===== src/rtl/rns_compare_arbiter_9_8_7_pkg.sv =====
// Shared constants and types for the 7/8/9 residue compare arbiter.
package rns_compare_arbiter_9_8_7_pkg;

  localparam int unsigned MOD1  = 7;
  localparam int unsigned MOD2  = 8;
  localparam int unsigned MOD3  = 9;
  localparam int unsigned RANGE = 504;

  localparam int unsigned W1   = 3;
  localparam int unsigned W2   = 4;
  localparam int unsigned W3   = 4;
  localparam int unsigned WBIN = 9;

  localparam logic [WBIN-1:0] CONST_RST_DEF = 9'd10;

  typedef enum logic [1:0] {
    ST_IDLE = 2'd0,
    ST_CONV = 2'd1,
    ST_CMP  = 2'd2,
    ST_RESP = 2'd3
  } state_t;

  function automatic logic residue_err(input logic [W1-1:0] a1,
                                       input logic [W2-1:0] a2,
                                       input logic [W3-1:0] a3);
    return (32'(a1) >= MOD1) || (32'(a2) >= MOD2) || (32'(a3) >= MOD3);
  endfunction

endpackage


===== src/rtl/rns_compare_arbiter_9_8_7_reverse_converter.sv =====
// Combinational CRT reverse converter for moduli 7/8/9 (result range 0..503).
module reverse_converter_9_8_7
  import rns_compare_arbiter_9_8_7_pkg::*;
(
  input  logic [W1-1:0]   i_a1,
  input  logic [W2-1:0]   i_a2,
  input  logic [W3-1:0]   i_a3,
  output logic [WBIN-1:0] o_bin
);

  // CRT weights: Mi * (Mi^-1 mod mi) with M = 504 -> 288, 441, 280.
  logic [13:0] w_sum;

  assign w_sum = 14'(i_a1) * 14'd288 + 14'(i_a2) * 14'd441 + 14'(i_a3) * 14'd280;
  assign o_bin = WBIN'(w_sum % 14'd504);

endmodule


===== src/rtl/rns_compare_arbiter_9_8_7.sv =====
// Two-requester round-robin front end sharing one RNS reverse converter,
// comparing each converted operand against a snapshotted 9-bit threshold.
//
// state | meaning
// IDLE  | waiting for a requester; ready offered to the granted one
// CONV  | latched residues go through the converter
// CMP   | converted value compared against the threshold snapshot
// RESP  | result held until the consumer takes it
module rns_compare_arbiter_9_8_7
  import rns_compare_arbiter_9_8_7_pkg::*;
#(
  parameter logic [WBIN-1:0] CONST_RST = CONST_RST_DEF
) (
  input  logic            clk_in,
  input  logic            rst_in,
  input  logic            req0_valid_in,
  output logic            req0_ready_out,
  input  logic [W1-1:0]   req0_a1_in,
  input  logic [W2-1:0]   req0_a2_in,
  input  logic [W3-1:0]   req0_a3_in,
  input  logic            req1_valid_in,
  output logic            req1_ready_out,
  input  logic [W1-1:0]   req1_a1_in,
  input  logic [W2-1:0]   req1_a2_in,
  input  logic [W3-1:0]   req1_a3_in,
  input  logic            cfg_we_in,
  input  logic [WBIN-1:0] cfg_const_in,
  output logic            res_valid_out,
  input  logic            res_ready_in,
  output logic            res_id_out,
  output logic            res_le_out,
  output logic            res_eq_out,
  output logic            res_gr_out,
  output logic            res_err_out,
  output logic            busy_out
);

  state_t          r_state;
  logic            r_last;
  logic [WBIN-1:0] r_thr;
  logic [WBIN-1:0] r_snap;
  logic [W1-1:0]   r_a1;
  logic [W2-1:0]   r_a2;
  logic [W3-1:0]   r_a3;
  logic            r_id;
  logic [WBIN-1:0] r_bin;
  logic            r_res_valid;
  logic            r_res_id;
  logic            r_le;
  logic            r_eq;
  logic            r_gr;
  logic            r_err;

  logic            w_idle;
  logic            w_gnt;
  logic            w_rdy0;
  logic            w_rdy1;
  logic            w_acc;
  logic [WBIN-1:0] w_conv;
  logic            w_err;

  // Ready is withheld during reset so no operand is accepted on a reset edge.
  assign w_idle = (r_state == ST_IDLE) && !rst_in;

  always_comb begin
    w_gnt = 1'b0;
    if (req0_valid_in && req1_valid_in) w_gnt = ~r_last;
    else if (req1_valid_in)             w_gnt = 1'b1;
  end

  assign w_rdy0 = w_idle && req0_valid_in && !w_gnt;
  assign w_rdy1 = w_idle && req1_valid_in && w_gnt;
  assign w_acc  = w_rdy0 || w_rdy1;

  reverse_converter_9_8_7 u_conv (
    .i_a1  (r_a1),
    .i_a2  (r_a2),
    .i_a3  (r_a3),
    .o_bin (w_conv)
  );

  assign w_err = residue_err(r_a1, r_a2, r_a3);

  always_ff @(posedge clk_in) begin
    if (rst_in) begin
      r_state     <= ST_IDLE;
      r_last      <= 1'b1;
      r_thr       <= CONST_RST;
      r_snap      <= '0;
      r_a1        <= '0;
      r_a2        <= '0;
      r_a3        <= '0;
      r_id        <= 1'b0;
      r_bin       <= '0;
      r_res_valid <= 1'b0;
      r_res_id    <= 1'b0;
      r_le        <= 1'b0;
      r_eq        <= 1'b0;
      r_gr        <= 1'b0;
      r_err       <= 1'b0;
    end else begin
      if (cfg_we_in) r_thr <= cfg_const_in;
      case (r_state)
        ST_IDLE: begin
          if (w_acc) begin
            r_a1    <= w_gnt ? req1_a1_in : req0_a1_in;
            r_a2    <= w_gnt ? req1_a2_in : req0_a2_in;
            r_a3    <= w_gnt ? req1_a3_in : req0_a3_in;
            r_id    <= w_gnt;
            r_last  <= w_gnt;
            r_snap  <= r_thr;
            r_state <= ST_CONV;
          end
        end
        ST_CONV: begin
          r_bin   <= w_conv;
          r_state <= ST_CMP;
        end
        ST_CMP: begin
          r_res_valid <= 1'b1;
          r_res_id    <= r_id;
          r_err       <= w_err;
          r_le        <= !w_err && (r_bin <  r_snap);
          r_eq        <= !w_err && (r_bin == r_snap);
          r_gr        <= !w_err && (r_bin >  r_snap);
          r_state     <= ST_RESP;
        end
        ST_RESP: begin
          if (res_ready_in) begin
            r_res_valid <= 1'b0;
            r_state     <= ST_IDLE;
          end
        end
        default: r_state <= ST_IDLE;
      endcase
    end
  end

  assign req0_ready_out = w_rdy0;
  assign req1_ready_out = w_rdy1;
  assign res_valid_out  = r_res_valid;
  assign res_id_out     = r_res_id;
  assign res_le_out     = r_le;
  assign res_eq_out     = r_eq;
  assign res_gr_out     = r_gr;
  assign res_err_out    = r_err;
  assign busy_out       = (r_state != ST_IDLE);

endmodule

===== config.mk =====
export PLATFORM = sky130hd
export DESIGN_NAME = rns_compare_arbiter_9_8_7
export DESIGN_NICKNAME = d
export VERILOG_FILES = /design/src/rtl/rns_compare_arbiter_9_8_7_pkg.sv /design/src/rtl/rns_compare_arbiter_9_8_7_reverse_converter.sv /design/src/rtl/rns_compare_arbiter_9_8_7.sv
export SDC_FILE = /design/constraint.sdc
export NUM_CORES = 1
export LEC_CHECK = 0
export ABC_CLOCK_PERIOD_IN_PS = 12750
export BUFFER_PORTS_ARGS = -buffer_cell sky130_fd_sc_hd__buf_2
export CORE_ASPECT_RATIO = 0.6
export CORE_MARGIN = 2
export CORE_UTILIZATION = 65
export CTS_CLUSTER_DIAMETER = 30
export DETAILED_ROUTE_END_ITERATION = 8
export PLACE_DENSITY = 0.95
export SLEW_MARGIN = 20
export SYNTH_ARGS = -nofsm -noshare
export SYNTH_HDL_FRONTEND = slang
export SYNTH_SLANG_ARGS = --single-unit

===== constraint.sdc =====
create_clock -name clk_in -period 12.75 [get_ports clk_in]
set_clock_uncertainty 0.05 [all_clocks]
set_input_delay 2.55 -clock clk_in [delete_from_list [all_inputs] [get_ports clk_in]]
set_output_delay 2.55 -clock clk_in [all_outputs]
set_load 0.01 [all_outputs]

==> impl_metrics.tcl, run 1 <==
set metrics [dict create \
    dpl.hpwl_mm 9.18 \
    routabilityCongestion 0.948 \
    timing_worst_slew_pin_value_ns 0.904 \
    ys.flop_type "dfxtp_1" \
    cp_data_required_time_ns 12.89 \
    netlist_top_cells_area "dfxtp_1 21%, ha_1 14%, fa_1 7.7%" \
    area_delta_synth_final_pct 9.29 \
    crit-reg2reg-launch "r_a3[2]" \
    post_cts_resize_count 0 \
    clkSlewWorstSetupHoldPaths_ns 0.06 \
    worstSetupEndpointType "flop" \
    grtUsageTotal_pct 29.8 \
    netlist_instances 552 \
    antenna_found_initial 0 \
    max_freq_mhz 121 \
    cts-root-buf "clkbuf_16" \
    floorplan.die.height_um 69.8 \
    worstSetupPathType "reg2reg" \
    startpoint_type "flop" \
    worst_ep_arrival_time_ns 8.39 \
    stdcell_count 677 \
    first_pass_iters 5 \
    rsz_0062_raised_after_global_routing "no" \
    timing.max_cap.violations 0 \
    post_route_cells_drive_above_1_share_pct 13.9 \
    grt_first_pass_wirelength_mm 19.3 \
    fin_setup_tns_ns 0 \
    vias_in_the_first_global_route 4092 \
    regArea_sq_um 961 \
    timing.max_slew.rel_slack_pct 39.7 \
    maxSlewViolCount 0 \
    placed_cells 669 \
    timing.final.hold_violations 0 \
    worstSetupEndpoint "r_bin[7]" \
    finalInstanceArea_sq_um 5120 \
    finalNetCount 696 \
    drt_wl_total_mm 11.6 \
    filler_cells 433 \
    dpl-instance-area_sq_um 4970 \
    dominant_cell_type_by_area_after_synthesis "dfxtp_1" \
    timing.final.setup_violations 0 \
    antenna_cells 0 \
    ys.warnings.count 0 \
    grt-ovfl-total 0 \
    initialDrtViolationCount 399 \
    multi_input_comb_area_sq_um 3420 \
    cts-buffers-inserted 5 \
    proportion_of_synthesized_chip_area_in_sequential_cells_pct 20.5 \
    maximum_number_of_pins_on_one_net_before_global_route_repair 51 \
    floorplan.io_pins 46 \
    portBuffers 45 \
    clk-insertion-delay-late_ns 0.29 \
    tritoncts_num_sinks 48 \
    core.rowCount 23 \
    synth.ff_latch_count 48 \
    worst_r2r_endpoint "r_bin[7]" \
    route.antenna.remaining_nets 0 \
    post-cts-setup-buffers 0 \
    routedWlPerCell_um 17.2 \
    post_drt_via_cell_ratio 6.31 \
    crit_path_start "r_a3[2]" \
    status "finished, final reports clean" \
    synth-edff-count 0 \
    critPathMaxFanout 9 \
    fin_crit_ns 8.26 \
    finalCritPeriodShare_pct 64.8 \
    floorplan.die_area_sq_um 7920 \
    floorplan.initialDensity_pct 68.7 \
    core-area_sq_um 6820 \
    holdCritPathClass "reg2reg" \
    setup.reg_to_reg.worst_slack_ns 4.49 \
    netlist.area_leader.share_pct 20.5 \
    synth.lib_cells_used.distinct 77 \
    cts_hold_buffers 0 \
    cts_tree "done" \
    chipWidth_um 114 \
    drc_errors_left 0 \
    ctsLongestPathBuffers 2 \
    num_vias 4273 \
    synthesis.area_sq_um 4680 \
    holdCritStartpoint "r_snap[1]" \
    synthArstFlopShare_pct 0 \
    synth_fp_nets 659 \
    cts_max_level 2 \
    synthesis.area_per_instance_sq_um 8.49 \
    reg2reg_depth 26 \
]
[worst max-delay path, stage by stage (launching register included)]
cell and delay (ns):
dfxtp_1 0.43, inv_1 0.13, ha_1 0.30, inv_1 0.04
ha_1 0.18, ha_1 0.31, a31oi_1 0.30, xnor2_1 0.19
fa_1 0.47, fa_1 0.50, inv_1 0.07, fa_1 0.56
inv_1 0.05, ha_1 0.38, or2_2 0.32, nand3_1 0.13
nand4_1 0.35, nor4_2 0.70, nor3_1 0.19, nand3_1 0.20
a21boi_0 0.46, o21ai_2 0.16, xnor2_2 0.43, mux2i_1 0.43
a221oi_2 0.16, or3_1 0.38, a311oi_1 0.27
[cells in the mapped netlist, types with 2 or more instances]
| library cell | number |
|---|---|
| a211oi_2 | 3 |
| xor2_1 | 5 |
| xnor2_1 | 10 |
| a311oi_1 | 2 |
| a41oi_1 | 2 |
| inv_1 | 64 |
| and2_1 | 8 |
| a2111oi_0 | 3 |
| nor4_1 | 3 |
| a22oi_1 | 3 |
| nand2b_1 | 7 |
| a211oi_1 | 18 |
| xnor2_2 | 3 |
| a22o_1 | 2 |
| o211a_1 | 4 |
| o21ai_0 | 13 |
| o211ai_1 | 14 |
| a21oi_1 | 29 |
| o21ai_2 | 3 |
| or3_1 | 4 |
| a211o_1 | 3 |
| a21o_1 | 9 |
| a21boi_0 | 2 |
| buf_1 | 2 |
| a31o_2 | 2 |
| or4_1 | 2 |
| clkbuf_1 | 13 |
| nor2b_1 | 5 |
| nor2_1 | 45 |
| nand2_1 | 41 |
| maj3_1 | 3 |
| a31oi_1 | 3 |
| nand4_1 | 9 |
| fa_1 | 18 |
| or2_2 | 3 |
| ha_1 | 52 |
| mux2i_1 | 26 |
| and4_1 | 2 |
| nand3_1 | 9 |
| nor3_1 | 12 |
| o21a_1 | 6 |
| and3_1 | 3 |
| dfxtp_1 | 48 |
[stage by stage]
stage | hold WS (ns) | utilization, % | worst slack [ns]
2_1_floorplan | 0.381 | - | 5.63
4_1_cts | 0.406 | 75.1 | 4.65
3_3_place_gp | 0.391 | 72.9 | 5.20
3_5_place_dp | 0.396 | 72.9 | 4.72
5_1_grt | 0.423 | 75.1 | 4.00
6_report | 0.406 | 75.1 | 4.49
[cell families (layout without fill, tap and decap cells)]
group	count (synthesis)	count (layout)	share of synthesized area (%)
xor+xnor	18	18	3.85
buf+inv	81	119	6.60
flops	48	48	20.5
mux	28	28	6.12
compound gates	142	142	23.5
fa+ha+maj	73	73	22.2
simple gates	162	162	17.2
[layer usage]
layer / vias up / wire length (um) / track usage [%]
met5: - / 0 / 0
met4: 0 / 149 / 6.91
met3: 23 / 887 / 6.64
met2: 188 / 5250 / 47.1
met1: 2014 / 5320 / 41.6
li1: 2048 / - / -
[layout by cell type (no fill, tap or decap), drive strengths merged, types with 4 or more instances in the layout]
cell type and count:
a2111oi 4, a211oi 21, a21o 9, a21oi 30, and2 8, buf 47
clkbuf 7, dfxtp 48, fa 18, ha 52, inv 64, mux2i 26
nand2 42, nand2b 7, nand3 9, nand4 9, nor2 45, nor2b 5
nor3 13, nor4 4, o211a 4, o211ai 14, o21a 6, o21ai 16
or2 4, or3 4, xnor2 13, xor2 5
[sequential cells by signal, indices dropped and copies added, names as in the netlist]
register,flops
r_a3,4
r_last,1
res_le_out,1
res_id_out,1
r_thr,9
res_eq_out,1
res_err_out,1
r_state,2
r_a1,3
res_gr_out,1
r_snap,9
r_id,1
res_valid_out,1
r_a2,4
r_bin,9
[final cells by class]
| class | instances | area share (%) |
|---|---|---|
| well taps | 87 | 2.13 |
| clock inverters | 1 | 0.147 |
| repair buffers | 47 | 4.69 |
| inverters | 64 | 4.69 |
| flip-flops and latches | 48 | 18.8 |
| multi-input cells | 423 | 66.8 |
| clock buffers | 7 | 2.79 |
[worst min-delay path by stage]
stage	end	slack (ns)	cells past startpoint
global route	r_snap[3]	0.42	2
detailed placement	r_snap[3]	0.40	2
floorplan	r_snap[1]	0.38	2
finish	r_snap[1]	0.41	2
CTS	r_snap[1]	0.41	2
global placement	r_snap[1]	0.39	2
Power of run 1 is not shown: default switching activity piles up to over one toggle a cycle in this logic, so the estimate is an artifact.
==> run 2: changes to the inputs <==
ABC_AREA = 1   (was unset)
ABC_CLOCK_PERIOD_IN_PS = 8500   (was 12750)
CORE_UTILIZATION = 61   (was 65)
PLACE_DENSITY = 0.9   (was 0.95)
clock period = 8.5 ns   (was 12.75 ns; I/O delays follow)
==> run 2 against run 1 <==
Against the previous run: synthesized cell count up 18%; first-iteration DRC count down 29%; non-clock buffer count down 2; critical path depth up 15; largest cell class unchanged.
==> impl_metrics.tcl, run 2 <==
set metrics [dict create \
    holdCritStartpoint "r_thr[1]" \
    vias_in_the_first_global_route 4242 \
    netlist.area_leader.share_pct 21.0 \
    max_stage_delay_ns 0.53 \
    status "finished, final reports clean" \
    ys.warnings.count 0 \
    fin_setup_tns_ns 0 \
    core.rowCount 24 \
    drt_wl_total_mm 10.6 \
    floorplan.io_pins 46 \
    area_delta_synth_final_pct 10.7 \
    route.antenna.remaining_nets 0 \
    drc_errors_left 0 \
    cp_data_required_time_ns 8.64 \
    synth-edff-count 0 \
    routed.top_layer "met4" \
    fin_crit_ns 7.42 \
    holdCritPathClass "reg2reg" \
    dpl.hpwl_mm 8.14 \
    portBuffers 45 \
    most-common-layout-cells "141 x nand2_1, 115 x inv_1, 52 x nor2_1, 52 x ha_1, 48 x dfxtp_1" \
    rsz_0062_raised_after_global_routing "no" \
    core-area_sq_um 7270 \
    synthesis.area_per_instance_sq_um 7.02 \
    post_route_cells_drive_above_1_share_pct 15.7 \
    routedWlPerCell_um 13.3 \
    maximum_number_of_pins_on_one_net_before_global_route_repair 39 \
    worst_ep_arrival_time_ns 7.56 \
    reg_top3 "r_bin: 9 flops, r_snap: 9 flops, r_thr: 9 flops" \
    crit_path_start "r_a3[2]" \
    clk-insertion-delay-late_ns 0.29 \
    finalCritPeriodShare_pct 87.3 \
    maxSlewViolCount 0 \
    netlist_top_cells_area "dfxtp_1 21%, ha_1 14%, nand2_1 12%" \
    grtUsageTotal_pct 27.4 \
    ys.flop_type "dfxtp_1" \
    timing.final.hold_violations 0 \
    netlist_instances 653 \
    dominant_cell_type_by_area_after_synthesis "dfxtp_1" \
    post_drt_via_cell_ratio 5.41 \
    antenna_found_initial 0 \
    worstSetupEndpointType "flop" \
    met3_routed_length_um 722 \
    clkSlewWorstSetupHoldPaths_ns 0.07 \
    synth_fp_nets 760 \
    timing_worst_slew_pin_value_ns 0.957 \
    cts_tree "done" \
    chipWidth_um 116 \
    finish.utilization_pct 69.8 \
    floorplan.initialDensity_pct 63.1 \
    cts-root-buf "clkbuf_16" \
    cts_max_level 2 \
    worstSetupPathType "reg2reg" \
    synth.most_common_cell "nand2_1" \
    final_common_cell "nand2_1" \
    first_pass_iters 5 \
    crit-reg2reg-launch "r_a3[2]" \
    drt-met1-wl_mm 4.92 \
    critPathMaxFanout 10 \
    wl_met2_mm 4.79 \
    finalNetCount 800 \
    cts_hold_buffers 0 \
    timing.max_cap.violations 0 \
    initialDrtViolationCount 285 \
    max_freq_mhz 135 \
    synth.lib_cells_used.distinct 44 \
    num_vias 4315 \
    floorplan.die_area_sq_um 8250 \
    post_cts_resize_count 0 \
    synthesis.area_sq_um 4580 \
    post-cts-setup-buffers 0 \
    grt_first_pass_wirelength_mm 18.4 \
    library_cell_contributing_the_largest_single_delay_on_the_critical_path "fa_1" \
    proportion_of_synthesized_chip_area_in_sequential_cells_pct 21.0 \
    floorplan.die.height_um 71.1 \
    synth.ff_latch_count 48 \
    timing.max_slew.rel_slack_pct 36.2 \
    tritoncts_num_sinks 48 \
    synthArstFlopShare_pct 0 \
    cts-buffers-inserted 5 \
    critPathMostFrequentCell "nand2_1" \
    synth_top_cells_by_count "141 x nand2_1, 115 x inv_1, 53 x nor2_1" \
    routabilityCongestion 0.917 \
    timing.final.setup_violations 0 \
    startpoint_type "flop" \
    antenna_cells 0 \
    grt-ovfl-total 0 \
    ctsLongestPathBuffers 2 \
]
run 2: cell count changes after synthesis, moves of 26 or more:
| cell | change |
|---|---|
| inv_1 | +51 |
| o21ai_0 | +30 |
| nand2_1 | +100 |
| mux2i_1 | -26 |
| nand3_1 | +32 |
run 2: routing by layer:
metal | vias up | track usage [%]
met5 | - | 0
met4 | 0 | 6.61
met3 | 24 | 5.48
met2 | 166 | 45.4
met1 | 1971 | 37.1
li1 | 2154 | -
run 2: per-stage QoR:
step | hold WS, ns | cell area, sq um | instances | worst slack [ns]
floorplan | 0.374 | 4580 | 653 | 2.01
global placement | 0.391 | 4890 | 790 | 1.48
detailed placement | 0.400 | 4890 | 790 | 1.36
CTS | 0.415 | 5070 | 798 | 1.18
global route | 0.436 | 5070 | 798 | 0.528
finish | 0.413 | 5070 | 798 | 1.08
run 2: area by class of cell:
class | instances | area, sq um
sequential | 48 | 961
inverter | 119 | 447
tap | 104 | 130
clock inverter | 2 | 38.8
timing repair buffer | 45 | 225
fill | 555 | 2190
multi-input combinational | 474 | 3130
clock buffer | 6 | 139
run 2: worst max-delay path: cells and delay by family (launching register included):
family | cells | cell delay (ns)
adders and majority gates | 7 | 2.69
and+or+nand+nor | 22 | 2.45
AOI/OAI and AO/OA | 5 | 1.11
DFF | 1 | 0.45
buffers and inverters | 6 | 0.35
xor gates and xnor gates | 1 | 0.21
run 2: cell families (layout without fill, tap and decap cells):
logic type,Yosys count,count (layout),share of synthesized area (%)
compound gates,107,107,13.5
flops,48,48,21.0
xor+xnor,7,7,1.34
buf+inv,131,172,10.7
fa+ha+maj,70,70,22.1
simple gates,290,290,31.4
run 2: worst paths after layout:
kind,to,slack [ns],cells past startpoint
max,r_bin[3],1.08,41
min,r_thr[1],0.41,2
max reg2reg,r_bin[3],1.08,41
min reg2reg,r_thr[1],0.41,2
Power of run 2 is left out for the same reason.
==> run 3: changes to the inputs <==
MAX_ROUTING_LAYER = met4   (was unset)
==> run 3 against run 2 <==
Against the previous run: cell area is 0.32% higher; setup slack better by 0.062 ns; critical path type unchanged; highest routed layer unchanged; wire length is 3.5% higher; critical path depth is 3 higher; register-to-register slack better by 0.06 ns; flip-flop and latch count stayed put; largest cell class unchanged; clock-buffer cell count is 1 lower; critical endpoint is now r_bin[7].
==> impl_metrics.tcl, run 3 (synthesis gave the netlist of run 2 again) <==
set metrics [dict create \
    reg_top3 "r_bin: 9 flops, r_snap: 9 flops, r_thr: 9 flops" \
    holdCritPathClass "reg2reg" \
    critPathMostFrequentCell "nand2_4" \
    worstSetupPathType "reg2reg" \
    reg2reg_depth 44 \
    grt_first_pass_wirelength_mm 18.5 \
    worstSetupEndpoint "r_bin[7]" \
    post-cts-setup-buffers 0 \
    tritoncts_num_sinks 48 \
    core.rowCount 24 \
    finalInstanceArea_sq_um 5090 \
    portBuffers 45 \
    finalCritPeriodShare_pct 86.6 \
    rsz_0062_raised_after_global_routing "no" \
    routabilityCongestion 0.981 \
    clk-insertion-delay-late_ns 0.29 \
    timing.final.hold_violations 0 \
    cts_hold_buffers 0 \
    post_cts_resize_count 0 \
    cts_max_level 2 \
    post_route_cells_drive_above_1_share_pct 15.7 \
    critPathMaxFanout 10 \
    initialDrtViolationCount 298 \
    dpl.hpwl_mm 8.33 \
    cts_tree "done" \
    worst_ep_arrival_time_ns 7.49 \
    max_freq_mhz 136 \
    worstSetupEndpointType "flop" \
    crit_path_start "r_a3[2]" \
    postLayoutSetupSlackWorst_ns 1.14 \
    library_cell_contributing_the_largest_single_delay_on_the_critical_path "fa_1" \
    dpl-instance-area_sq_um 4890 \
    first_pass_iters 5 \
    route.antenna.remaining_nets 0 \
    ctsLongestPathBuffers 2 \
    cp_data_required_time_ns 8.63 \
    final_common_cell "nand2_1" \
    antenna_found_initial 0 \
    drc_errors_left 0 \
    cts-root-buf "clkbuf_16" \
    startpoint_type "flop" \
    drt_wl_total_mm 11.0 \
    most-common-layout-cells "141 x nand2_1, 115 x inv_1, 52 x nor2_1, 52 x ha_1, 48 x dfxtp_1" \
    timing.max_cap.violations 0 \
    fin_setup_tns_ns 0 \
    floorplan.io_pins 46 \
    status "finished, final reports clean" \
    crit-reg2reg-launch "r_a3[2]" \
    area_delta_synth_final_pct 11.1 \
    timing.max_slew.rel_slack_pct 36.5 \
    place_ws_ns 1.31 \
    fin_crit_ns 7.36 \
    antenna_cells 0 \
    floorplan.die.height_um 71.1 \
    grtUsageTotal_pct 28.7 \
    routedWlPerCell_um 13.8 \
    floorplan.initialDensity_pct 63.1 \
    worst_r2r_endpoint "r_bin[7]" \
    setup.reg_to_reg.worst_slack_ns 1.14 \
    finalNetCount 800 \
    chipWidth_um 116 \
    maximum_number_of_pins_on_one_net_before_global_route_repair 39 \
    post_drt_via_cell_ratio 5.40 \
    num_vias 4312 \
    timing.final.setup_violations 0 \
    vias_in_the_first_global_route 4083 \
    clkSlewWorstSetupHoldPaths_ns 0.07 \
    maxSlewViolCount 0 \
    cts-buffers-inserted 5 \
    max_stage_delay_ns 0.52 \
    floorplan.die_area_sq_um 8250 \
    timing_worst_slew_pin_value_ns 0.951 \
    core-area_sq_um 7270 \
    grt-ovfl-total 0 \
]
-- run 3: cell types whose count changed in the layout (fill, tap and decap cells not counted) --
cell / delta
bufinv_16: +1
inv_6: +1
clkinv_4: -1
clkbuf_8: -1
-- run 3: worst min-delay path by stage --
stage          startpoint         end  slack, ns  depth (start not counted)
2_1_floorplan    r_thr[1]    r_thr[1]       0.37                          2
3_3_place_gp     r_thr[3]    r_thr[3]       0.39                          2
3_5_place_dp     r_thr[1]    r_thr[1]       0.40                          2
4_1_cts          r_thr[1]    r_thr[1]       0.42                          2
5_1_grt        res_eq_out  res_eq_out       0.44                          2
6_report        r_snap[5]   r_snap[5]       0.41                          2
-- run 3: per-layer routing --
metal	track usage [%]	vias up	wire length [um]
li1	-	2153	-
met3	3.86	15	648
met5	-	-	0
met2	47.6	162	5160
met4	5.95	0	133
met1	37.8	1982	5030
-- run 3: worst max-delay path: cells and delay by family (launching register included) --
| kind | cells | cell delay, ns |
|---|---|---|
| buffers and inverters | 5 | 0.29 |
| adder cells (fa/ha/maj) | 7 | 2.67 |
| AND/OR/NAND/NOR | 29 | 3.14 |
| flip-flops | 1 | 0.44 |
| AO/OA/AOI/OAI | 2 | 0.47 |
| XOR/XNOR | 1 | 0.16 |
-- run 3: stage by stage --
step	util [%]	instances	hold slack (ns)
floorplan	-	653	0.374
global placement	67.3	790	0.391
global route	70.0	798	0.439
finish	70.0	798	0.415
detailed placement	67.3	790	0.403
CTS	70.0	798	0.419
-- run 3: layout make-up --
type | count | area, sq um
Multi-Input combinational cell | 474 | 3130
Fill cell | 562 | 2180
Sequential cell | 48 | 961
Inverter | 119 | 447
Timing Repair Buffer | 45 | 225
Tap cell | 104 | 130
Clock buffer | 5 | 125
Clock inverter | 3 | 68.8
Power of run 3 is left out for the same reason.
